$ cat config.mk
export PLATFORM = sky130hd
export DESIGN_NAME = risc16_operand_fetch
export DESIGN_NICKNAME = d
export VERILOG_FILES = /design/src/rtl/risc16_operand_fetch.sv
export SDC_FILE = /design/constraint.sdc
export NUM_CORES = 1
export LEC_CHECK = 0
export ABC_CLOCK_PERIOD_IN_PS = 2900
export CORE_UTILIZATION = 44
export DETAILED_ROUTE_END_ITERATION = 16
export GPL_TIMING_DRIVEN = 0
export PLACE_DENSITY = 0.81
export SLEW_MARGIN = 20
export SYNTH_ARGS = -nofsm -noshare
export SYNTH_HDL_FRONTEND = slang
export SYNTH_SLANG_ARGS = --single-unit
$ cat constraint.sdc
create_clock -name clk -period 2.9 [get_ports clk]
set_clock_uncertainty 0.15 [all_clocks]
set_input_delay 0.29 -clock clk [delete_from_list [all_inputs] [get_ports clk]]
set_output_delay 0.29 -clock clk [all_outputs]
set_load 0.1 [all_outputs]
$ cat src/rtl/risc16_operand_fetch.sv
// RiSC-16 decode/operand-fetch stage: register read, one-slot output to execute, RAW/WAW scoreboard.
// Define OF_WB_BYPASS_EN to forward writeback data and release busy registers in the writeback cycle.
module risc16_operand_fetch #(
    parameter int p_WORD_LEN      = 16,
    parameter int p_REG_ADDR_LEN  = 3,
    parameter int p_REG_FILE_SIZE = 8
) (
    input  logic                      clk,
    input  logic                      rst,
    input  logic                      i_valid,
    input  logic [p_WORD_LEN-1:0]     i_instr,
    input  logic [p_WORD_LEN-1:0]     i_pc,
    output logic                      i_ready,
    output logic [p_REG_ADDR_LEN-1:0] rf_src1,
    output logic [p_REG_ADDR_LEN-1:0] rf_src2,
    input  logic [p_WORD_LEN-1:0]     rf_out1,
    input  logic [p_WORD_LEN-1:0]     rf_out2,
    input  logic                      wb_en,
    input  logic [p_REG_ADDR_LEN-1:0] wb_tgt,
    input  logic [p_WORD_LEN-1:0]     wb_data,
    input  logic                      flush,
    output logic                      ex_valid,
    input  logic                      ex_ready,
    output logic [2:0]                ex_op,
    output logic [p_REG_ADDR_LEN-1:0] ex_tgt,
    output logic [p_WORD_LEN-1:0]     ex_opa,
    output logic [p_WORD_LEN-1:0]     ex_opb,
    output logic [p_WORD_LEN-1:0]     ex_imm,
    output logic [p_WORD_LEN-1:0]     ex_pc
);

    typedef logic [p_REG_ADDR_LEN-1:0] addr_t;
    typedef logic [p_WORD_LEN-1:0]     word_t;

    localparam logic [2:0] OP_ADD  = 3'b000;
    localparam logic [2:0] OP_ADDI = 3'b001;
    localparam logic [2:0] OP_NAND = 3'b010;
    localparam logic [2:0] OP_LUI  = 3'b011;
    localparam logic [2:0] OP_SW   = 3'b100;
    localparam logic [2:0] OP_LW   = 3'b101;
    localparam logic [2:0] OP_BEQ  = 3'b110;
    localparam logic [2:0] OP_JALR = 3'b111;

`ifdef OF_WB_BYPASS_EN
    localparam logic BYPASS = 1'b1;
`else
    localparam logic BYPASS = 1'b0;
`endif

    function automatic word_t sext7(input logic signed [6:0] v);
        return {{(p_WORD_LEN-7){v[6]}}, v};
    endfunction

    // A register stalls while busy, unless the bypass lets this cycle's writeback release it.
    function automatic logic reg_stall(input addr_t a, input logic [p_REG_FILE_SIZE-1:0] bsy,
                                       input logic wen, input addr_t wtgt);
        logic released;
        released = BYPASS && wen && (wtgt == a);
        return (a != '0) && bsy[a] && !released;
    endfunction

    function automatic word_t pick_operand(input addr_t a, input word_t rf, input logic wen,
                                           input addr_t wtgt, input word_t wdata);
        if (a == '0)
            return '0;
        if (BYPASS && wen && (wtgt == a))
            return wdata;
        return rf;
    endfunction

    logic [2:0] op;
    addr_t      ra, rb, rc, tgt;
    word_t      imm, opa, opb;
    logic       hazard, accept;
    logic [p_REG_FILE_SIZE-1:0] busy, busy_nxt;

    assign op = i_instr[15:13];
    assign ra = i_instr[12:10];
    assign rb = i_instr[9:7];
    assign rc = i_instr[2:0];

    always_comb begin
        rf_src1 = '0;
        rf_src2 = '0;
        tgt     = ra;
        imm     = '0;
        case (op)
            OP_ADD, OP_NAND: begin
                rf_src1 = rb;
                rf_src2 = rc;
            end
            OP_ADDI, OP_LW: begin
                rf_src1 = rb;
                imm     = sext7(i_instr[6:0]);
            end
            OP_JALR: rf_src1 = rb;
            OP_LUI:  imm = word_t'({i_instr[9:0], 6'b0});
            OP_SW: begin
                rf_src1 = rb;
                rf_src2 = ra;
                imm     = sext7(i_instr[6:0]);
                tgt     = '0;
            end
            OP_BEQ: begin
                rf_src1 = ra;
                rf_src2 = rb;
                imm     = sext7(i_instr[6:0]);
                tgt     = '0;
            end
            default: ;
        endcase
    end

    assign hazard = reg_stall(rf_src1, busy, wb_en, wb_tgt)
                  | reg_stall(rf_src2, busy, wb_en, wb_tgt)
                  | reg_stall(tgt, busy, wb_en, wb_tgt);
    assign i_ready = (!ex_valid || ex_ready) && !hazard && !flush;
    assign accept  = i_valid && i_ready;
    assign opa     = pick_operand(rf_src1, rf_out1, wb_en, wb_tgt, wb_data);
    assign opb     = pick_operand(rf_src2, rf_out2, wb_en, wb_tgt, wb_data);

    // Clears first so that a same-cycle set on the same register wins.
    always_comb begin
        busy_nxt = busy;
        if (wb_en && wb_tgt != '0)
            busy_nxt[wb_tgt] = 1'b0;
        if (flush && ex_valid && ex_tgt != '0)
            busy_nxt[ex_tgt] = 1'b0;
        if (accept && tgt != '0)
            busy_nxt[tgt] = 1'b1;
        busy_nxt[0] = 1'b0;
    end

    // Stage boundary: decoded operands into the execute slot
    always_ff @(posedge clk) begin
        if (rst) begin
            busy     <= '0;
            ex_valid <= 1'b0;
            ex_op    <= '0;
            ex_tgt   <= '0;
            ex_opa   <= '0;
            ex_opb   <= '0;
            ex_imm   <= '0;
            ex_pc    <= '0;
        end else begin
            busy <= busy_nxt;
            if (flush) begin
                ex_valid <= 1'b0;
            end else if (accept) begin
                ex_valid <= 1'b1;
                ex_op    <= op;
                ex_tgt   <= tgt;
                ex_opa   <= opa;
                ex_opb   <= opb;
                ex_imm   <= imm;
                ex_pc    <= i_pc;
            end else if (ex_ready) begin
                ex_valid <= 1'b0;
            end
        end
    end

endmodule

==> flow_metrics.env <==
export IMPL_max_stage_delay_ns=0.37
export IMPL_dpl_cell_count=725
export IMPL_crit_buf_inv=3
export IMPL_period_minus_slack_ns=2.81
export IMPL_post_synth_top_count_cell="nand2b_1"
export IMPL_cts_hold_buf=0
export IMPL_synth_edf_count=0
export IMPL_synth_seq_cells=78
export IMPL_slew_violations=0
export IMPL_cpLargestDelayFamily="simple AND/OR/NAND/NOR gates"
export IMPL_drt_wirelength_per_cell_um=15.5
export IMPL_areaGrowthSynthToFinish_pct=46.0
export IMPL_cts_sinks=78
export IMPL_drt_iter0_drc=120
export IMPL_grt_total_usage_pct=23.8
export IMPL_instances_no_fill=747
export IMPL_placed_area_um2=5890
export IMPL_dr_pass1_iters=4
export IMPL_postLayoutCellArea_um2=6140
export IMPL_grt_pass1_vias=3968
export IMPL_clk_pin_slew_ns=0.08
export IMPL_cp_data_required_time_ns=2.46
export IMPL_grt_util_met3_pct=5.41
export IMPL_status="finished, final reports clean"
export IMPL_design_core_area_um2=9240
export IMPL_ys_top_cells_by_count="90 x nand2b_1, 78 x dfxtp_1, 67 x mux2i_1, 54 x nand2_1, 19 x nor2_1"
export IMPL_ys_warn_count=0
export IMPL_startpoint_type="input pin"
export IMPL_syn_area_per_cell_um2=9.36
export IMPL_top_usage_layer="met2"
export IMPL_clockBufferDepth=2
export IMPL_synthesis_nets=538
export IMPL_hold_viol=0
export IMPL_dieArea_um2=9950
export IMPL_gp_congestion=0.948
export IMPL_cts_max_level=3
export IMPL_ys_seq_area_share_pct=37.2
export IMPL_ys_flop_type="dfxtp_1"
export IMPL_drt_wl_total_um=11600
export IMPL_crit_path_top_delay_cell="a211oi_4"
export IMPL_power_density_nw_per_um2=458
export IMPL_leakage_nw=2.49
export IMPL_worst_slew_pin_slew_ns=1.03
export IMPL_utilization_pct=66.4
export IMPL_hold_slack_ns=0.212
export IMPL_post_dp_hpwl_um=8810
export IMPL_rows=35
export IMPL_min_path_type="in -> reg"
export IMPL_maxCapViolCount=0
export IMPL_die_w_um=99.7
export IMPL_peakVddDrop_mv=0.289
export IMPL_grt_use_met2_pct=37.7
export IMPL_via_per_inst=5.14
export IMPL_insertion_delay_ns=0.34
export IMPL_crit_type="in -> out"
export IMPL_io_pins=167
export IMPL_antenna_found_initial=0
export IMPL_drtAntennaViolNets=0
export IMPL_drc=0
export IMPL_gr_total_overflow=0
export IMPL_cts_buffers=9
export IMPL_io_buffers=147
export IMPL_cp_max_fo=6
export IMPL_synth_area_leader_cell="dfxtp_1"
export IMPL_synthTopCellsByArea="dfxtp_1 37%, mux2i_1 16%, nand2b_1 13%"
export IMPL_die_height_um=99.7
export IMPL_drive_above_1_share_pct=11.5
export IMPL_worstPathCellList="dlymetal6s2s_1, buf_6, and4b_2, a211oi_4, mux2i_1, mux4_2, nor4bb_4, buf_6"
export IMPL_fmaxAchievable_ghz=0.355
export IMPL_syn_area_um2=4200
export IMPL_num_nets_final=702
export IMPL_rsz0062_at_grt="false"
export IMPL_cts_tree="yes"
export IMPL_syn_instance_count=449
export IMPL_grt_max_degree=16
export IMPL_synth_distinct_cells=54
export IMPL_antenna_cells=0
export IMPL_period_share_pct=97.0
export IMPL_setup_viol=0
export IMPL_grt_pass1_wl_um=18700
export IMPL_clock_root_buffer="clkbuf_8"
export IMPL_synth_top_area_share_pct=37.2
export IMPL_num_vias=3840
export IMPL_slew_headroom_pct=31.4
export IMPL_initial_utilization_pct=45.5
export IMPL_crit_path_frequent_cell="buf_6"
export IMPL_critPathCaptureType="output pin"
export IMPL_ys_async_sr_fraction_pct=0
export IMPL_crit_arrival_ns=2.37
export IMPL_met1_usage_pct=30.2
path summary, 6_finish.rpt:
path | start | endpoint | slack (ns) | cells past startpoint
max | i_instr[14] | i_ready | 0.09 | 8
min | i_instr[11] | ex_tgt[1] | 0.21 | 3
max reg2reg | busy[5] | ex_imm[6] | 0.36 | 8
min reg2reg | ex_pc[1] | ex_pc[1] | 0.33 | 2
repair_timing:
action / in CTS / in global routing
resized for setup: 21 / 3
setup buffers: 4 / 2
setup endpoints to repair: 48 / 48
pin swaps: 5 / 4
metal layers:
layer / part of all wire [%] / vias to the layer above
met2: 45 / 159
met1: 43 / 1786
met4: 3.9 / 0
li1: - / 1858
met5: 0 / -
met3: 7.3 / 37
power by group:
group | switching [W] | internal [W]
clock network | 0.000436 | 0.000323
logic | 0.000598 | 0.000311
registers | 0.0000280 | 0.00112
worst reg2reg max path: stages, from the launching register on:
cell,delay [ns]
dfxtp_1,0.40
mux2_2,0.29
o21ai_0,0.14
a211oi_1,0.08
nand4bb_1,0.24
or4b_1,0.49
buf_4,0.17
buf_8,0.16
mux2_4,0.31
state kept, by name, summed over array words and instances (netlist names):
register / count
busy: 7
ex_imm: 16
ex_op: 3
ex_opa: 16
ex_opb: 16
ex_pc: 16
ex_tgt: 3
ex_valid: 1
per-stage QoR:
| stage | TNS (ns) | total power [W] | setup WS (ns) |
|---|---|---|---|
| after detailed placement | -26.11 | 0.00207 | -1.02 |
| after CTS | -0.0414 | 0.00282 | -0.0414 |
| after floorplan | -24.23 | 0.00180 | -0.664 |
| after global routing | 0 | 0.00291 | 0.00477 |
| after global placement | -23.59 | 0.00206 | -0.973 |
| final | 0 | 0.00281 | 0.0857 |
cells by family after synthesis:
kind of cell	Yosys count	share of synthesized area, %
buf+inv	37	5.92
simple gates	209	27.9
flops	78	37.2
compound gates	44	8.34
mux	81	20.7
cells in the final DEF, fill, tap and decap left out, types with 5 or more instances in the layout:
| cell type | netlist | final |
|---|---|---|
| mux2_4 | 7 | 7 |
| clkdlybuf4s50_1 | 0 | 136 |
| mux2_2 | 5 | 5 |
| nand2b_1 | 90 | 90 |
| dlygate4sd2_1 | 0 | 7 |
| dfxtp_1 | 78 | 78 |
| buf_6 | 5 | 7 |
| nand2_1 | 54 | 54 |
| nor3_1 | 5 | 5 |
| mux2i_1 | 67 | 67 |
| clkbuf_1 | 15 | 15 |
| clkbuf_8 | 0 | 9 |
| nor2_1 | 19 | 19 |
| nor2b_1 | 15 | 15 |
| a21oi_1 | 13 | 13 |
| buf_4 | 1 | 9 |
| inv_1 | 5 | 5 |
area by class of cell:
cell class                 count  area, um^2
tap                          129         161
sequential                    78        1560
multi-input combinational    334        2450
timing repair buffer         153        1520
clock inverter                 7        58.8
clock buffer                   9         124
inverter                       5        18.8
fill                         747        3100
buffer                        32         241
Power figures use the tool's default switching activity.
